[src/rtl/store_packer_pkg.sv]
// Command/response types shared by the AXI-lite store packer and unpacker.
package store_packer_pkg;

  localparam int packed_cmd_width_gp  = 32;
  localparam int packed_addr_width_gp = 23;
  localparam int packed_data_width_gp = 8;

  typedef struct packed {
    logic                            w_not_r;
    logic [packed_addr_width_gp-1:0] addr;
    logic [packed_data_width_gp-1:0] data;
  } packed_store_cmd_s;

  // Any set address bit at or above the implemented width puts the command out of range.
  function automatic logic addr_in_range(input logic [packed_addr_width_gp-1:0] addr,
                                         input int                             width);
    logic ok;
    ok = 1'b1;
    for (int i = 0; i < packed_addr_width_gp; i++) begin
      if (i >= width && addr[i]) ok = 1'b0;
    end
    return ok;
  endfunction

endpackage

[src/rtl/bsg_dff_reset_en.sv]
// Enabled register with synchronous active-high clear; holds its value while en_i is low.
module bsg_dff_reset_en #(
  parameter int width_p = 1
) (
  input  logic               clk_i,
  input  logic               reset_i,
  input  logic               en_i,
  input  logic [width_p-1:0] data_i,
  output logic [width_p-1:0] data_o
);

  logic [width_p-1:0] data_q;

  always_ff @(posedge clk_i) begin
    if (reset_i)   data_q <= '0;
    else if (en_i) data_q <= data_i;
  end

  assign data_o = data_q;

endmodule

[src/rtl/store_unpacker.sv]
// Executes packed store commands as single byte accesses; cmd->mem_v_o 1 cycle, mem_v_i->v_o 1 cycle, one cmd in flight.
// Stalls upstream via ready_o=0 while busy; mem and response outputs hold until accepted. STORE_UNPACKER_WRITE_ACK_EN echoes writes.
module store_unpacker
  import store_packer_pkg::*;
#(
  parameter int mem_addr_width_p = 16
) (
  input  logic                        clk_i,
  input  logic                        reset_i,
  input  logic [31:0]                 data_i,
  input  logic                        v_i,
  output logic                        ready_o,
  output logic [31:0]                 data_o,
  output logic                        v_o,
  input  logic                        ready_i,
  output logic                        mem_v_o,
  output logic                        mem_w_o,
  output logic [mem_addr_width_p-1:0] mem_addr_o,
  output logic [7:0]                  mem_data_o,
  input  logic                        mem_ready_i,
  input  logic [7:0]                  mem_data_i,
  input  logic                        mem_v_i
);

  typedef enum logic [1:0] {e_idle, e_mem, e_wait, e_resp} state_e;

`ifdef STORE_UNPACKER_WRITE_ACK_EN
  localparam bit write_ack_lp = 1'b1;
`else
  localparam bit write_ack_lp = 1'b0;
`endif

  state_e            state_q, state_d;
  packed_store_cmd_s cmd_in, cmd_q;
  logic              cmd_hs, in_range;
  logic              rdata_en;
  logic [7:0]        rdata_d, rdata_q;
  logic              cmd_addr_unused;

  assign cmd_in   = packed_store_cmd_s'(data_i);
  assign cmd_hs   = v_i & ready_o;
  assign in_range = addr_in_range(cmd_in.addr, mem_addr_width_p);

  bsg_dff_reset_en #(.width_p(packed_cmd_width_gp)) cmd_reg (
    .clk_i  (clk_i),
    .reset_i(reset_i),
    .en_i   (cmd_hs),
    .data_i (cmd_in),
    .data_o (cmd_q)
  );

  bsg_dff_reset_en #(.width_p(packed_data_width_gp)) rdata_reg (
    .clk_i  (clk_i),
    .reset_i(reset_i),
    .en_i   (rdata_en),
    .data_i (rdata_d),
    .data_o (rdata_q)
  );

  always_ff @(posedge clk_i) begin
    if (reset_i) state_q <= e_idle;
    else         state_q <= state_d;
  end

  always_comb begin
    state_d  = state_q;
    rdata_en = 1'b0;
    rdata_d  = mem_data_i;
    case (state_q)
      e_idle: begin
        if (cmd_hs) begin
          if (in_range) begin
            state_d = e_mem;
          end else if (!cmd_in.w_not_r) begin
            // Out-of-range reads complete locally with all-ones data.
            rdata_en = 1'b1;
            rdata_d  = 8'hFF;
            state_d  = e_resp;
          end else begin
            state_d = write_ack_lp ? e_resp : e_idle;
          end
        end
      end
      e_mem: begin
        if (mem_ready_i) begin
          if (cmd_q.w_not_r) state_d = write_ack_lp ? e_resp : e_idle;
          else               state_d = e_wait;
        end
      end
      e_wait: begin
        if (mem_v_i) begin
          rdata_en = 1'b1;
          state_d  = e_resp;
        end
      end
      e_resp: begin
        if (ready_i) state_d = e_idle;
      end
      default: state_d = e_idle;
    endcase
  end

  assign ready_o    = (state_q == e_idle);
  assign v_o        = (state_q == e_resp);
  assign mem_v_o    = (state_q == e_mem);
  assign mem_w_o    = cmd_q.w_not_r;
  assign mem_addr_o = cmd_q.addr[mem_addr_width_p-1:0];
  assign mem_data_o = cmd_q.data;

  always_comb begin
    data_o = '0;
    if (state_q == e_resp) begin
`ifdef STORE_UNPACKER_WRITE_ACK_EN
      data_o = cmd_q.w_not_r ? 32'(cmd_q) : {24'b0, rdata_q};
`else
      data_o = {24'b0, rdata_q};
`endif
    end
  end

  // Upper address bits only feed the range check on the incoming command.
  assign cmd_addr_unused = ^cmd_q.addr;

endmodule

[config.mk]
export PLATFORM = sky130hd
export DESIGN_NAME = store_unpacker
export DESIGN_NICKNAME = d
export VERILOG_FILES = /design/src/rtl/store_packer_pkg.sv /design/src/rtl/bsg_dff_reset_en.sv /design/src/rtl/store_unpacker.sv
export SDC_FILE = /design/constraint.sdc
export NUM_CORES = 1
export LEC_CHECK = 0
export BUFFER_PORTS_ARGS = -buffer_cell sky130_fd_sc_hd__buf_2
export CORE_MARGIN = 5
export CORE_UTILIZATION = 44
export CTS_CLUSTER_DIAMETER = 80
export CTS_CLUSTER_SIZE = 10
export DETAILED_ROUTE_END_ITERATION = 16
export PLACE_DENSITY = 0.9
export SYNTH_ARGS = -nofsm -noshare
export SYNTH_HDL_FRONTEND = slang
export SYNTH_SLANG_ARGS = --single-unit
[constraint.sdc]
create_clock -name clk_i -period 4.1 [get_ports clk_i]
set_clock_uncertainty 0.1 [all_clocks]
set_input_delay 0.205 -clock clk_i [delete_from_list [all_inputs] [get_ports clk_i]]
set_output_delay 0.205 -clock clk_i [all_outputs]
set_load 0.02 [all_outputs]
# Word-level counts from Yosys, hierarchy flattened
# Cells that the tools add are included.
# totals
regBits,42
latch_bits,0
ram_bits,0
mem_bits_ro,0
input_bits,46
out_inout_bits,60
wordCells,38
n_memories,0
# op_classes
add_sub_neg,0
n_mul,0
n_div,0
order_cmp,0
eq_ne,7
n_shift,0
n_mux,25
bitwise,1
n_reduce_logical,2
# ops
cell,count
two-way mux 8 bit,5
two-way mux 2 bit,7
two-way mux 1 bit,11
case mux 2 bit (4 select lines),1
!= test 2 x 1 -> 1 bit (second input constant),3
equality test 2 bit (second input constant),2
AND reduction 4 bit,1
equality test 2 x 1 -> 1 bit (second input constant),1
logical NOT 2 bit,1
!= test 2 bit (second input constant),1
case mux 1 bit (2 select lines),1
bitwise AND 1 bit,1

# Longest topological paths before layout
# logic_depth
ltp_word,10
mapped_depth,6
depth_no_buf,3

# Hierarchy
# Synthesis repeated with hierarchy kept, for this count alone.
# unflattened
hier_cells,195
area_unflattened_um2,1971.9
# by_module_without_submodules
module,instances,cells_per_inst,area_per_inst_um2,seq_area_each_um2
bsg_dff_reset_en (cmd_reg),1,103,1163.6,640.6
store_unpacker,1,66,523.0,40.0
bsg_dff_reset_en (rdata_reg),1,26,285.3,160.2

# Worst setup path after synthesis
# No wires, ideal clock.
# synth_path
path_type,register to register
from,reg state_q[0]
to,reg cmd_reg.data_q[0] (netlist: cmd_reg.data_o[0])
t_arrival_ns,1.271
setup_slack_ns,2.596
path_stages_with_launch,7
n_path_buf,3
synth_period_minus_slack_ns,1.504
cell_sequence,dfxtp_1 -> buf_2 -> or3b_1 -> clkbuf_1 -> clkbuf_1 -> nand2_1 -> a21oi_1
# synth_via
elab_chain_cells,2
# synth_lines
element,line,source
from (decl),store_unpacker.sv:33,"state_e state_q, state_d;"
from (signal assigned),store_unpacker.sv:61,if (reset_i) state_q <= e_idle;
from (signal assigned),store_unpacker.sv:62,else state_q <= state_d;
logical NOT 2 bit,store_unpacker.sv:103,assign ready_o = (state_q == e_idle);
bitwise AND 1 bit,store_unpacker.sv:41,assign cmd_hs = v_i & ready_o;
to (signal assigned),bsg_dff_reset_en.sv:16,else if (en_i) data_q <= data_i;
to (decl),bsg_dff_reset_en.sv:12,logic [width_p-1:0] data_q;
# Every way passes these cells.
# A chain may end at the register's enable or synchronous reset.

# Worst setup path after layout
# layout_path
from,reg state_q[1]
to,reg cmd_reg.data_q[10] (netlist: cmd_reg.data_o[10])
# The elaborated chain is that of the path after synthesis.

==> run metrics <==
critical path class=reg2reg; count of cell types in the netlist=26; Mapped Cells=203; required time of the critical path=about 4.3 ns; final wirelength=~4.2 mm; Worst Setup End Kind=flop; total number of vias=1,639; CP Data Arrival Time=approximately 2.1 ns; #FFs+latches synth=35; worst hold path type=in2reg; pin count of the biggest net entering global routing=36; n_diodes=0; grt ovf=0; Leak=between 1 and 1.5 nW; Worst setup SP type=flop; fin cells=about 350; VDD IR-drop max=between 0.0002 and 0.00025 V; Area contributors post-synth=dfxtp_1 (44%), nand2_1 (12%), buf_4 (11%); fill cell count=between 300 and 400; clk slew on worst S/H paths=0.10 ns; area leader, netlist=dfxtp_1; Die W=between 70 and 80 µm; Root Buffer=clkbuf_4; share of cells above drive strength 1=31.1%; Initial Util=between 40% and 50%; std cell rows=21; asr flop ratio synth=0%; outcome=complete, no violations; CTS tree=built; vias per cell=between 4 and 5; Final Core Density=between 60% and 70%; f_max=approximately 530 MHz; die height=70.1 µm; average wire per standard cell=12.2 µm; cell with the most instances after synthesis=nand2_1; final setup violating endpoints=0; Post-route DRC=0; clk_lat worst skew=about 0.33 ns; antenna-violating nets left=0; Final HPWL DP=2.81 mm; Post-synth EDFFs=0; Most used DFF post-synth=dfxtp_1; Longest Clk Path Bufs=2; core outline area=roughly 3400 µm²; CTS Buf Count=5; Seq/Total Area, Yosys=44.0%; number of DRC markers in iteration 0=60; FF-to-FF path depth=3; initial antenna violation count=0; DRT Pass-1 Iters=4; RSZ-0062 raised after global routing=false; Mapped Area=1590 µm²; I/O Buffers=a little over 80; FF+latch area=between 700 and 800 µm²; Max FO, Critical Path=25; Post-synth top cells=nand2_1 (51), dfxtp_1 (35), a21oi_1 (25), buf_4 (24), nor2_1 (17); Max Cap Violations=0; Cells after DPL=about 320; H-tree depth=2; first-pass GRT wire length=~7.0 mm; Clock Sinks=35; Setup TNS=0 ns; fin. max-slew vios=0; r2r setup slk=about 2.2 ns; Power Density=around 370 nW/µm²; Slew HR=a little under half; Tmin final=about 1.9 ns; Boundary Pins=~110; Setup Fix Bufs, Post-CTS=0; Tot GR Track Use=roughly 18%; Final Wtd Congestion=0.747; post-layout instance area=~2200 µm²; area of the multi-input gates=about 730 µm²; Final #Nets=344; PostCTS Resize Cnt=0; Final period util=~46%; Yosys warning total=0; worst hold stages=3; Mapped Avg Cell Area=around 8 µm²; Layout area overhead=37.6%; post-place instance area=1910 µm²; top-area cell type share of the netlist area=44.0%; final hold violation count=0; area of the die=between 4000 and 5000 µm²; Least-Margin Pin Slew=a little over 0.8 ns; via count of the first global-routing pass=~1.5k
cell type report:
cell class	count	area share, %
clock buffer	8	3.14
inverter	2	0.343
multi-input combinational	151	33.4
sequential	35	32.0
tap	46	2.63
timing repair buffer	103	28.5
repair_timing:
action,4_1_cts,5_1_grt
setup endpoints to repair,0,0
hold endpoints to repair,21,0
hold buffers,21,0
state kept, by name, indices dropped and copies added (netlist names):
register	cells
state_q	2
rdata_reg.data_o	8
cmd_reg.data_o	25
kinds of logic after synthesis:
group	count (synthesis)	synth area share, %
AO/OA/AOI/OAI	41	16.1
other	1	0.236
buffers and inverters	40	15.4
flip-flops	35	44.0
AND/OR/NAND/NOR	86	24.2
where the power goes:
part / leakage (nW) / internal, mW / total, mW / switching [mW]
Combinational: 0.781 / 0.0787 / 0.206 / 0.127
Clock: 0.0386 / 0.101 / 0.208 / 0.107
Sequential: 0.288 / 0.373 / 0.399 / 0.0255
final timing paths:
kind                        endpoint          startpoint
setup / recovery  cmd_reg.data_o[10]          state_q[1]
hold / removal     cmd_reg.data_o[2]           data_i[2]
setup reg to reg  cmd_reg.data_o[10]          state_q[1]
hold reg to reg   cmd_reg.data_o[20]  cmd_reg.data_o[20]
worst max-delay path, stage by stage, from the launching register on:
cell and delay [ns]:
dfxtp_1 0.68, or3b_1 0.74, nand2_1 0.12, a21oi_1 0.18
per-layer routing:
metal | track usage [%] | vias up | part of all wire [%]
met5 | 0 | - | 0
li1 | - | 810 | -
met4 | 10.0 | 0 | 4.1
met2 | 29.9 | 84 | 49
met3 | 5.60 | 15 | 9.5
met1 | 19.2 | 730 | 38
layout by cell type (no fill, tap or decap):
master          n
a2111oi_2       1
a211oi_1        9
a21oi_1        25
a221oi_1        1
and2_1          1
and3_1          8
and3b_1         1
buf_2          81
buf_4           1
clkbuf_1        1
clkbuf_4        5
clkbuf_8        2
conb_1         24
dfxtp_1        35
dlygate4sd3_1  21
inv_1           2
nand2_1        51
nand3b_1        1
nor2_1         17
nor2b_1         3
nor3b_2         1
o211a_1         1
o211ai_1        1
o211ai_2        1
o21ai_0         2
or3_1           1
or3b_1          1
or4_4           1
per-stage QoR:
stage	hold WS, ns	power (mW)	setup slack (ns)
after floorplan	0.241	0.551	2.60
after global placement	0.338	0.590	2.31
after detailed placement	0.343	0.596	2.23
after CTS	0.000641	0.821	2.20
final	0.0209	0.813	2.21
after global routing	0.000499	0.861	1.94
Power figures use the tool's default switching activity.
